**src/rtl/regbus_arbiter_pkg.sv**
```systemverilog
// Shared types and helpers for the register-bus arbiter (package regbus_pkg).
package regbus_pkg;

    typedef enum logic [1:0] {
        IDLE  = 2'd0,
        ISSUE = 2'd1,
        RESP  = 2'd2
    } state_t;

    localparam int DEF_AW = 2;
    localparam int DEF_DW = 32;

    function automatic int rr_next(input int idx, input int n);
        return ((idx + 32'sd1) >= n) ? 32'sd0 : (idx + 32'sd1);
    endfunction

endpackage

```
**src/rtl/regbus_arbiter_if.sv**
```systemverilog
// Requester-side and target-side signals of the register-bus arbiter.
interface regbus_arbiter_if
    import regbus_pkg::*;
#(
    parameter int NREQ = 2,
    parameter int AW   = DEF_AW,
    parameter int DW   = DEF_DW
) ();

    logic [NREQ-1:0]    i_req;
    logic [NREQ-1:0]    i_we;
    logic [NREQ*AW-1:0] i_addr;
    logic [NREQ*DW-1:0] i_wdata;
    logic [NREQ-1:0]    o_ack;
    logic [DW-1:0]      o_rdata;
    logic               o_busy;
    logic [AW-1:0]      o_rreg;
    logic [AW-1:0]      o_wreg;
    logic               o_rd;
    logic               o_wr;
    logic [DW-1:0]      o_wdata;
    logic [DW-1:0]      i_rdata;

    modport slave (
        input  i_req, i_we, i_addr, i_wdata, i_rdata,
        output o_ack, o_rdata, o_busy, o_rreg, o_wreg, o_rd, o_wr, o_wdata
    );

    modport master (
        output i_req, i_we, i_addr, i_wdata, i_rdata,
        input  o_ack, o_rdata, o_busy, o_rreg, o_wreg, o_rd, o_wr, o_wdata
    );

endinterface

```
**src/rtl/regbus_arbiter_rr_picker.sv**
```systemverilog
// Combinational round-robin picker: first requester after i_last, wrapping.
module rr_picker
    import regbus_pkg::*;
#(
    parameter int NREQ = 2,
    parameter int IW   = 1
) (
    input  logic [NREQ-1:0] i_req,
    input  logic [IW-1:0]   i_last,
    output logic            o_valid,
    output logic [IW-1:0]   o_winner
);

    logic [IW-1:0] w_idx;
    logic          w_hit;

    // Walk the ring once starting just after the last grant.
    always_comb begin
        o_valid  = 1'b0;
        o_winner = '0;
        w_idx    = i_last;
        w_hit    = 1'b0;
        for (int i = 0; i < NREQ; i++) begin
            w_idx    = IW'(rr_next(int'(w_idx), NREQ));
            w_hit    = !o_valid && i_req[w_idx];
            o_winner = w_hit ? w_idx : o_winner;
            o_valid  = o_valid | i_req[w_idx];
        end
    end

endmodule

```
**src/rtl/regbus_arbiter.sv**
```systemverilog
// Round-robin arbiter sharing one register-bus target between NREQ requesters.
// Optional macro REGBUS_ARB_PRIO_EN gives requester 0 fixed highest priority.
module regbus_arbiter
    import regbus_pkg::*;
#(
    parameter int NREQ = 2,
    parameter int AW   = DEF_AW,
    parameter int DW   = DEF_DW
) (
    input logic             clk,
    input logic             rst_n,
    regbus_arbiter_if.slave bus
);

    localparam int IW = (NREQ > 1) ? $clog2(NREQ) : 1;

    state_t          r_state;
    state_t          w_state_nxt;
    logic [IW-1:0]   r_last;
    logic [IW-1:0]   r_win;
    logic            r_we;

    logic [NREQ-1:0] w_pick_req;
    logic            w_pick_valid;
    logic [IW-1:0]   w_pick_idx;
    logic            w_grant;
    logic [IW-1:0]   w_grant_idx;
    logic            w_upd_last;
    logic            w_load;
    logic            w_sel_we;
    logic [AW-1:0]   w_sel_addr;
    logic [DW-1:0]   w_sel_wdata;
    logic            w_rd_nxt;
    logic            w_wr_nxt;
    logic [NREQ-1:0] w_ack_nxt;
    logic            w_busy_nxt;
    logic [DW-1:0]   w_rdata_nxt;
    logic [AW-1:0]   w_rreg_nxt;
    logic [AW-1:0]   w_wreg_nxt;
    logic [DW-1:0]   w_wdata_nxt;

    rr_picker #(
        .NREQ (NREQ),
        .IW   (IW)
    ) u_rr_picker (
        .i_req    (w_pick_req),
        .i_last   (r_last),
        .o_valid  (w_pick_valid),
        .o_winner (w_pick_idx)
    );

`ifdef REGBUS_ARB_PRIO_EN
    // Requester 0 bypasses the ring and never moves the pointer.
    always_comb begin
        w_pick_req    = bus.i_req;
        w_pick_req[0] = 1'b0;
        w_grant       = bus.i_req[0] | w_pick_valid;
        w_grant_idx   = bus.i_req[0] ? '0 : w_pick_idx;
        w_upd_last    = ~bus.i_req[0];
    end
`else
    // Pure round-robin over all requesters.
    always_comb begin
        w_pick_req  = bus.i_req;
        w_grant     = w_pick_valid;
        w_grant_idx = w_pick_idx;
        w_upd_last  = 1'b1;
    end
`endif

    // State register.
    always_ff @(posedge clk) begin
        if (!rst_n) begin
            r_state <= IDLE;
        end else begin
            r_state <= w_state_nxt;
        end
    end

    // Next-state logic: IDLE waits for a grant, ISSUE and RESP last one cycle.
    always_comb begin
        w_state_nxt = r_state;
        case (r_state)
            IDLE:    w_state_nxt = w_grant ? ISSUE : IDLE;
            ISSUE:   w_state_nxt = RESP;
            RESP:    w_state_nxt = IDLE;
            default: w_state_nxt = IDLE;
        endcase
    end

    // Winner, direction and round-robin pointer captured at grant.
    always_ff @(posedge clk) begin
        if (!rst_n) begin
            r_last <= IW'(NREQ - 1);
            r_win  <= '0;
            r_we   <= 1'b0;
        end else if ((r_state == IDLE) && w_grant) begin
            r_win <= w_grant_idx;
            r_we  <= bus.i_we[w_grant_idx];
            if (w_upd_last) begin
                r_last <= w_grant_idx;
            end
        end
    end

    // Output next-values; address/data registers only move with their strobe.
    always_comb begin
        w_load      = (r_state == IDLE) && w_grant;
        w_sel_we    = bus.i_we[w_grant_idx];
        w_sel_addr  = bus.i_addr[w_grant_idx * AW +: AW];
        w_sel_wdata = bus.i_wdata[w_grant_idx * DW +: DW];
        w_rd_nxt    = w_load && !w_sel_we;
        w_wr_nxt    = w_load && w_sel_we;
        w_ack_nxt   = (r_state == ISSUE) ? (NREQ'(1'b1) << r_win) : '0;
        w_busy_nxt  = (w_state_nxt != IDLE);
        w_rdata_nxt = ((r_state == ISSUE) && !r_we) ? bus.i_rdata : bus.o_rdata;
        w_rreg_nxt  = w_rd_nxt ? w_sel_addr : bus.o_rreg;
        w_wreg_nxt  = w_wr_nxt ? w_sel_addr : bus.o_wreg;
        w_wdata_nxt = w_wr_nxt ? w_sel_wdata : bus.o_wdata;
    end

    // Registered outputs.
    always_ff @(posedge clk) begin
        if (!rst_n) begin
            bus.o_ack   <= '0;
            bus.o_rdata <= '0;
            bus.o_busy  <= 1'b0;
            bus.o_rreg  <= '0;
            bus.o_wreg  <= '0;
            bus.o_rd    <= 1'b0;
            bus.o_wr    <= 1'b0;
            bus.o_wdata <= '0;
        end else begin
            bus.o_ack   <= w_ack_nxt;
            bus.o_rdata <= w_rdata_nxt;
            bus.o_busy  <= w_busy_nxt;
            bus.o_rreg  <= w_rreg_nxt;
            bus.o_wreg  <= w_wreg_nxt;
            bus.o_rd    <= w_rd_nxt;
            bus.o_wr    <= w_wr_nxt;
            bus.o_wdata <= w_wdata_nxt;
        end
    end

endmodule

```
**src/flat_wrapper.sv**
```systemverilog
// flat-port wrapper written by rule: the top's interface ports become plain ports
module regbus_arbiter_flat import regbus_pkg::*;
#(
    parameter int NREQ = 2,
    parameter int AW   = DEF_AW,
    parameter int DW   = DEF_DW
)
  (clk, rst_n, bus_i_req, bus_i_we, bus_i_addr, bus_i_wdata, bus_i_rdata, bus_o_ack, bus_o_rdata, bus_o_busy, bus_o_rreg, bus_o_wreg, bus_o_rd, bus_o_wr, bus_o_wdata);
  regbus_arbiter_if #(.NREQ(NREQ), .AW(AW), .DW(DW)) bus_i ();
  input logic clk;
  input logic rst_n;
  input wire logic [$bits(bus_i.i_req)-1:0] bus_i_req;
  input wire logic [$bits(bus_i.i_we)-1:0] bus_i_we;
  input wire logic [$bits(bus_i.i_addr)-1:0] bus_i_addr;
  input wire logic [$bits(bus_i.i_wdata)-1:0] bus_i_wdata;
  input wire logic [$bits(bus_i.i_rdata)-1:0] bus_i_rdata;
  output wire logic [$bits(bus_i.o_ack)-1:0] bus_o_ack;
  output wire logic [$bits(bus_i.o_rdata)-1:0] bus_o_rdata;
  output wire logic [$bits(bus_i.o_busy)-1:0] bus_o_busy;
  output wire logic [$bits(bus_i.o_rreg)-1:0] bus_o_rreg;
  output wire logic [$bits(bus_i.o_wreg)-1:0] bus_o_wreg;
  output wire logic [$bits(bus_i.o_rd)-1:0] bus_o_rd;
  output wire logic [$bits(bus_i.o_wr)-1:0] bus_o_wr;
  output wire logic [$bits(bus_i.o_wdata)-1:0] bus_o_wdata;
  assign bus_i.i_req = bus_i_req;
  assign bus_i.i_we = bus_i_we;
  assign bus_i.i_addr = bus_i_addr;
  assign bus_i.i_wdata = bus_i_wdata;
  assign bus_i.i_rdata = bus_i_rdata;
  assign bus_o_ack = bus_i.o_ack;
  assign bus_o_rdata = bus_i.o_rdata;
  assign bus_o_busy = bus_i.o_busy;
  assign bus_o_rreg = bus_i.o_rreg;
  assign bus_o_wreg = bus_i.o_wreg;
  assign bus_o_rd = bus_i.o_rd;
  assign bus_o_wr = bus_i.o_wr;
  assign bus_o_wdata = bus_i.o_wdata;
  regbus_arbiter #(.NREQ(NREQ), .AW(AW), .DW(DW)) u_core (.clk(clk), .rst_n(rst_n), .bus(bus_i));
endmodule
```
**config.mk**
```make
export PLATFORM = sky130hd
export DESIGN_NAME = regbus_arbiter_flat
export DESIGN_NICKNAME = d
export VERILOG_FILES = /design/src/rtl/regbus_arbiter_pkg.sv /design/src/rtl/regbus_arbiter_if.sv /design/src/rtl/regbus_arbiter_rr_picker.sv /design/src/rtl/regbus_arbiter.sv /design/src/flat_wrapper.sv
export SDC_FILE = /design/constraint.sdc
export NUM_CORES = 1
export LEC_CHECK = 0
export ABC_AREA = 1
export CAP_MARGIN = 20
export CORE_MARGIN = 3
export CORE_UTILIZATION = 25
export CTS_CLUSTER_SIZE = 10
export DETAILED_ROUTE_END_ITERATION = 7
export PLACE_DENSITY = 0.65
export SYNTH_ARGS = -nofsm -noshare
export SYNTH_HDL_FRONTEND = slang
export SYNTH_HIERARCHICAL = 1
export SYNTH_SLANG_ARGS = --single-unit
```
**constraint.sdc**
```tcl
create_clock -name clk -period 3.85 [get_ports clk]
set_input_delay 0.5775 -clock clk [delete_from_list [all_inputs] [get_ports clk]]
set_output_delay 0.5775 -clock clk [all_outputs]
set_load 0.02 [all_outputs]
```
==> results of run 1 <==
[cells in the final DEF, fill, tap and decap left out, drive strengths merged]
cell type / instances
dfxtp: 78
or2: 1
clkinv: 4
buf: 5
inv: 77
o21ai: 1
nand3b: 1
nand2: 152
a21oi: 34
clkdlybuf4s50: 177
nand3: 37
clkinvlp: 1
nor2: 146
clkbuf: 12
[how the worst max path moves through the flow]
stage                                                to  slack [ns]  cells past startpoint
detailed placement   u_core/bus.o_wdata[4]$_SDFFE_PN0P_        1.32                      7
global placement      u_core/bus.o_rreg[0]$_SDFFE_PN0P_        1.35                      9
CTS                   u_core/bus.o_rreg[1]$_SDFFE_PN0P_        1.66                      9
finish                       u_core/bus.o_rd$_SDFF_PN0_        1.67                      6
floorplan           u_core/bus.o_wdata[14]$_SDFFE_PN0P_        2.35                     10
global route          u_core/bus.o_rreg[0]$_SDFFE_PN0P_        1.47                      9
[sequential cells by signal, indices dropped and copies added (netlist names)]
| register | cells |
|---|---|
| u_core/bus.o_rd | 1 |
| u_core/bus.o_wreg | 2 |
| u_core/bus.o_busy | 1 |
| u_core/r_last | 1 |
| u_core/bus.o_wdata | 32 |
| u_core/bus.o_rdata | 32 |
| u_core/r_state | 2 |
| u_core/r_win | 1 |
| u_core/r_we | 1 |
| u_core/bus.o_rreg | 2 |
| u_core/bus.o_wr | 1 |
| u_core/bus.o_ack | 2 |
[cell type report]
class | instances | share of cell area
clock buffers | 12 | 0.0433
inverters | 78 | 0.0514
clock inverters | 4 | 0.00396
well taps | 180 | 0.0396
flip-flops and latches | 78 | 0.274
repair buffers | 182 | 0.317
multi-input cells | 372 | 0.270
[stage by stage]
step           instances  hold WS (ns)  instance area (µm²)  utilization  setup WS, ns
4_1_cts              906         0.442                 5690        0.407          1.66
2_1_floorplan        559         0.413                 3600            -          2.35
5_1_grt              906         0.460                 5690        0.407          1.47
3_3_place_gp         890         0.431                 5420        0.388          1.35
6_report             906         0.438                 5690        0.407          1.67
3_5_place_dp         890         0.432                 5420        0.388          1.32
[logic make-up after synthesis]
logic type,after synthesis,share of synthesized area
compound gates,35,0.0486
buf+inv,109,0.144
flops,78,0.433
simple gates,337,0.374
[power breakdown]
part | internal [W] | switching [W] | total, W
logic | 0.000290 | 0.000321 | 0.000611
clock network | 0.000451 | 0.000324 | 0.000775
registers | 0.000881 | 0.0000363 | 0.000917
total | 0.00162 | 0.000681 | 0.00230
[layer usage]
metal	track usage	share of wire
met5	0	0
met4	0.0454	0.014
met3	0.0483	0.068
met2	0.234	0.49
met1	0.152	0.43
==> impl_summary.md, run 1 <==
Outcome
The run finished with clean final reports.

Worst setup path
The worst setup path is of the in2reg kind. The launching point of the worst reg2reg path is u_core/r_last$_SDFFE_PN1P_. In this run the critical register-to-register path is captured at u_core/bus.o_rreg[1]$_SDFFE_PN0P_. The critical path's slowest cell is nor2_4.

In this design, the stage delay of the slowest critical-path cell is 0.72 ns. STA classifies the critical path startpoint as an input port. Together, buffers and inverters on the worst path number 1.

The arrival time of data at the critical path endpoint is about 2.4 ns. At the worst endpoint, the required time is ~4.1 ns. The reg2reg setup slack is 2.13 ns. In this run the worst path has a maximum fanout of 39. The endpoint kind of the worst setup timing path is a register.

The worst-case reg-to-reg path depth is 7. The launch point of the worst path is bus_i_req[0]. The library cell appearing most often on the critical path is nand2_1.

The critical path's top delay family is simple AND/OR/NAND/NOR gates. The signal on the critical path passes through clkdlybuf4s50_1, or2_1, nand2_1, nor2_4, nand2_1, nor2_1.

Pwr
VDD sags by at most 0.000189 V. The total power of the final layout is 0.00230 W. The static power due to leakage is 2.64 nW. The power per standard cell area is 405 nW/µm².

Die
The I/O pin total is roughly 180. The die covers 15900 µm². The placeable core region is 14000 µm². The number of rows in the core area is 43. Measured along the y axis, the die boundary spans 126 µm. The effective utilization at floorplan is 0.258. The floorplan step set the die width to roughly 130 µm.

Finish
The area growth from synthesis to layout is 58.0%. The layout has 1494 filler cells. The layout net count is 827. The register area is 1560 µm².

In the final layout, the share of cells above drive strength 1 is 0.0399. The antenna cell count is 0. The area used by multi-input combinational logic is 1540 µm².

Routing
The length of the first detailed-routing pass in iterations is 6. The sum of routed wire length over all layers is 10.7 mm. The wire length per cell is roughly 12 µm. The detailed router placed 3631 vias in this run.

After detailed routing, the number of vias per cell comes to 4.01. The final routed DRC violation total is 0. The final antenna-violating net count is 0. The DRC violation total after the first TritonRoute iteration is about 150.

Yosys
The synthesized area divided by synthesized cell count is 6.44 µm². Of the synthesized area, sequential elements account for 0.433. By count the netlist is led by 148 x nand2_1, 144 x nor2_1, 78 x dfxtp_1, 74 x inv_1, 37 x nand3_1.

The most used flip-flop cell after synthesis is dfxtp_1. In this run the cell area of the synthesized design comes to 3600 µm². The number of flops mapped to enable cells by yosys is 0. The most frequent cell after synthesis is nand2_1.

The share of Yosys cell area claimed by the top area cell type is 0.433. The synthesized design contains between 70 and 80 register bits. Synthesis instantiated 19 different standard cells from the library. The net count after synthesis is 665. The post-synthesis cell count is 559. During synthesis, Yosys emitted a total of 6 warnings. The cell taking the most area after synthesis is dfxtp_1.

The fraction of registers with async set or reset after synthesis is 0. By area the synthesized netlist is led by dfxtp_1 43%, nand2_1 15%, nor2_1 15%.

STA
Setup repair after global routing left no endpoint under its margin. The fmax is ~460 MHz. The number of failing hold endpoints at the final stage was 0. The number of max-slew violations in the final report was 0.

The share of the cycle needed by the critical path after routing is 0.567. Headroom to the max-slew limit came out at 0.368. The worst setup skew after layout is roughly 0.0053 ns. The transition time at the pin with the least slew margin is 0.946 ns.

The smallest clock period supported by the final layout is computed as 2.18 ns. The count of endpoints failing setup in the final report is 0. The accumulated negative setup slack is 0 ns.

CTS
The number of clock buffers inserted by TritonCTS is 9. The number of hold buffers added after CTS was 0. The number of sinks handled by clock tree synthesis is 78.

The clock insertion delay at the later pin of the skew report is 0.33 ns. The CTS root buffer is clkbuf_16. The quantity of gates resized following cts is 0.

After clock tree synthesis, the clock-pin slew on the worst setup and hold paths is 0.06 ns. TritonCTS built the clock tree. The number of setup buffers added after CTS is 0.

The H-tree was split into 3 levels. The number of buffers between clock root and the deepest sink is 2.

Hold path
Counting instances, the worst hold path has a depth of 1. The terminating pin of the worst hold path is u_core/bus.o_ack[0]$_SDFF_PN0_. In this run the most critical hold path is launched from u_core/r_win$_SDFFE_PN0P_. The tightest min-delay check is of the reg2reg type.

Placement
At the end of routability-driven placement, the weighted congestion stood at 0.766. The number of buffers added on ports is 178. Detailed placement finished with a half-perimeter wire length of approximately 7.6 mm.

Global route
The initial antenna violation count is 0. The first global-routing pass estimated 17.0 mm of wire. The total grt overflow is 0. The maximum number of pins on one net before global-route repair is between 40 and 50.

In the global route stage, overall resource usage came out at 0.134. The number of global-route vias before repair is 3307.

Run
The max-cap check violation count is 0.
(Power assumes the default switching activity.)
==> run 2, diff against run 1 <==
--- a/config.mk
+++ b/config.mk
@@ -11,7 +11,7 @@
 export CORE_UTILIZATION = 25
 export CTS_CLUSTER_SIZE = 10
 export DETAILED_ROUTE_END_ITERATION = 7
-export PLACE_DENSITY = 0.65
+export PLACE_DENSITY = 0.67
 export SYNTH_ARGS = -nofsm -noshare
 export SYNTH_HDL_FRONTEND = slang
 export SYNTH_HIERARCHICAL = 1
==> constraint.sdc (replaced) <==
create_clock -name clk -period 1.8 [get_ports clk]
set_input_delay 0.27 -clock clk [delete_from_list [all_inputs] [get_ports clk]]
set_output_delay 0.27 -clock clk [all_outputs]
set_load 0.02 [all_outputs]
==> run 2 against run 1 <==
Sequential share of layout area down 0.83 points; sequential power grew 110%; clock power is 140% higher; global-route usage about the same; core utilization rose by 1.3 points; setup slack worse by 1.5 ns; final cell count increased by 1.2%; critical endpoint is now bus_o_wdata[23]; clock skew up 0.0013 ns; wire length down 0.55%; first-iteration DRC count rose by 48%; critical path depth down 5.
==> impl_summary.md, run 2 (synthesis results as in run 1) <==
Outcome
The run finished with clean final reports.

STA
The number of max-slew violations in the final report was 0. For the final routed database, the setup TNS stands at 0 ns. The worst setup skew after layout is roughly 0.0066 ns. Setup repair after global routing left no endpoint under its margin. The number of failing hold endpoints at the final stage is 0. The shortest period the worst path allows is 1.59 ns. The max-slew headroom at the worst pin is 0.635. Based on the critical path, the design can be clocked at up to 630 MHz. Once routing completed, OpenROAD measured the worst setup slack at 0.213 ns. At the pin with the least slew margin, the transition time is 0.546 ns. Setup violations remaining at the end of the flow were counted as 0. Of the available clock period, the critical path in the final layout requires 0.882.

Finish
After the last flow step, the layout net total stands at roughly 840. The largest registers in the layout are u_core/bus.o_rdata (32), u_core/bus.o_wdata (32). The repair_antennas step left the layout with diodes totalling 0.

The layout has around 1500 filler cells. Of the cells placed in the final design, the portion with a size suffix greater than 1 is 0.0556. In the layout the commonest cells are 177 x clkdlybuf4s50_1, 148 x nand2_1, 144 x nor2_1, 78 x dfxtp_1, 74 x inv_1. The library cell used most frequently in the layout, excluding fill and tap cells, is clkdlybuf4s50_1. Summing all non-filler instances in the final layout gives an area of roughly 6000 µm². Relative to the synthesized area, the layout overhead comes to 63.0%.

Routing
The sum of routed wire length over all layers is 10.7 mm. For this block, the via count after detailed routing is 3725. The count of nets left with antenna violations once routing finished came out at 0.

The post-detailed-route via-to-cell ratio is 4.06. The wire length per cell is 11.6 µm. The final routed DRC violation total is 0. In this run, the number of DRC markers left after iteration 0 of detailed routing was 224.

The length of the first detailed-routing pass in iterations is 4.

Global route
The global router's overall resource usage is 0.134. The number of global-route vias before repair is 3459. The total grt overflow is 0. The initial antenna violation count came to 0.

The maximum number of pins on one net before global-route repair is between 50 and 60. The first global-routing pass estimated about 17 mm of wire.

Placement
Port buffering added 178 buffers. The final estimated routing congestion in global placement is 0.767. Detailed placement ended at an HPWL of 7.76 mm. OpenSTA, run right after detailed placement, puts the worst setup slack at -0.0256 ns. The area after detailed placement is 5570 µm².

CTS
The quantity of gates resized following cts is 0. The number of sinks handled by clock tree synthesis is just under 80. Clock latency on the worst-skew pair, taken at its later pin, is 0.33 ns. The number of buffers between clock root and the deepest sink is 2. Once the clock tree was built, the setup fixing pass inserted 0 buffers. After clock tree synthesis, the clock-pin slew on the worst setup and hold paths is 0.06 ns. The number of hold-repair buffers added at the cts stage is 0. The clock tree synthesis step divided the H-tree into 3 levels. The number of clock buffers inserted by TritonCTS is 9. TritonCTS built the clock tree. The CTS root buffer is clkbuf_16.

Pwr
For this design the ratio of total power to cell area is 880 nW/µm². The worst-case IR drop observed on VDD is 0.000404 V. The analysis attributes to cell leakage a power of between 2 and 3 nW. The design draws roughly 0.0052 W.

Die
The placeable core region is between 10000 and 15000 µm². The initialized floorplan defines 43 standard-cell rows. The die covers 15900 µm². The die is 126 µm tall. The I/O pin total is 179. For this configuration, the core starts out at a cell density of 0.258. The horizontal die dimension is 126 µm.

Worst setup path
For flop-to-flop paths, the worst setup slack is 0.45 ns. For the worst setup path, the data arrival time is 1.32 ns. The worst-case reg-to-reg path depth is 7. The worst register-to-register path begins at u_core/r_last$_SDFFE_PN1P_.

The critical path required time is between 1.5 and 2 ns. Traced cell by cell, the critical path runs through clkdlybuf4s50_1. The largest incremental delay on the critical path is around 0.66 ns. On the critical path, the stage with the largest delay is an instance of clkdlybuf4s50_1. The endpoint kind of the worst setup timing path is an output port. The worst setup path is launched from a register.

By startpoint and endpoint, the worst setup path is classified as reg2out. The total buffers and inverters traversed by the critical path is 1. The critical path's top delay family is buffers and inverters. Of all nets on the critical path, the largest fanout is 2. The reg-to-reg critical path endpoint is u_core/bus.o_wdata[19]$_SDFFE_PN0P_.

Hold path
The class of the worst hold path is in2reg. The terminating pin of the worst hold path is u_core/r_win$_SDFFE_PN0P_. Counting instances, the worst hold path has a depth of 3. The startpoint identified for the worst hold timing path is rst_n.

Run
The tool flagged a number of max-cap violations equal to 0.
-- run 2: cell types whose count changed in the layout (fill, tap and decap cells not counted) --
cell / previous run / this run
clkinv_4: 0 / 1
buf_4: 4 / 10
clkinvlp_4: 1 / 2
clkbuf_1: 2 / 1
bufinv_16: 0 / 1
clkinv_2: 3 / 1
buf_12: 0 / 5
-- run 2: how the worst max path moves through the flow --
stage	slack, ns	depth (start not counted)	startpoint	end
6_report	0.21	1	u_core/bus.o_wdata[23]$_SDFFE_PN0P_	bus_o_wdata[23]
5_1_grt	0.14	1	u_core/bus.o_wdata[23]$_SDFFE_PN0P_	bus_o_wdata[23]
4_1_cts	0.18	1	u_core/bus.o_wdata[23]$_SDFFE_PN0P_	bus_o_wdata[23]
3_5_place_dp	-0.03	9	bus_i_req[1]	u_core/bus.o_wdata[0]$_SDFFE_PN0P_
3_3_place_gp	0.01	9	bus_i_req[1]	u_core/bus.o_wdata[19]$_SDFFE_PN0P_
2_1_floorplan	0.59	9	u_core/r_last$_SDFFE_PN1P_	u_core/bus.o_wdata[14]$_SDFFE_PN0P_
-- run 2: where the power goes --
| part | internal [W] | switching (W) |
|---|---|---|
| clock | 0.00111 | 0.000721 |
| combinational | 0.000682 | 0.000691 |
| sequential | 0.00188 | 0.0000781 |
-- run 2: layout make-up --
type | count | area, µm² | area share
clock buffer | 11 | 243 | 0.0413
clock inverter | 5 | 58.8 | 0.0100
inverter | 78 | 293 | 0.0499
multi-input combinational | 372 | 1540 | 0.262
sequential | 78 | 1560 | 0.266
tap | 180 | 225 | 0.0384
timing repair buffer | 193 | 1950 | 0.332
-- run 2: metrics by stage --
step                hold WS [ns]  utilization  std cells
global route               0.307        0.420        917
global placement           0.436        0.398        901
detailed placement         0.438        0.398        901
finish                     0.284        0.420        917
floorplan                  0.413            -        559
CTS                        0.278        0.420        917
-- run 2: per-layer routing --
metal  vias to the layer above  global-route usage  routed length, µm
li1                       2001                   -                  -
met1                      1604               0.157               4500
met2                       103               0.228               5240
met3                        17              0.0407                678
met4                         0              0.0574                236
met5                         -                   0                  0
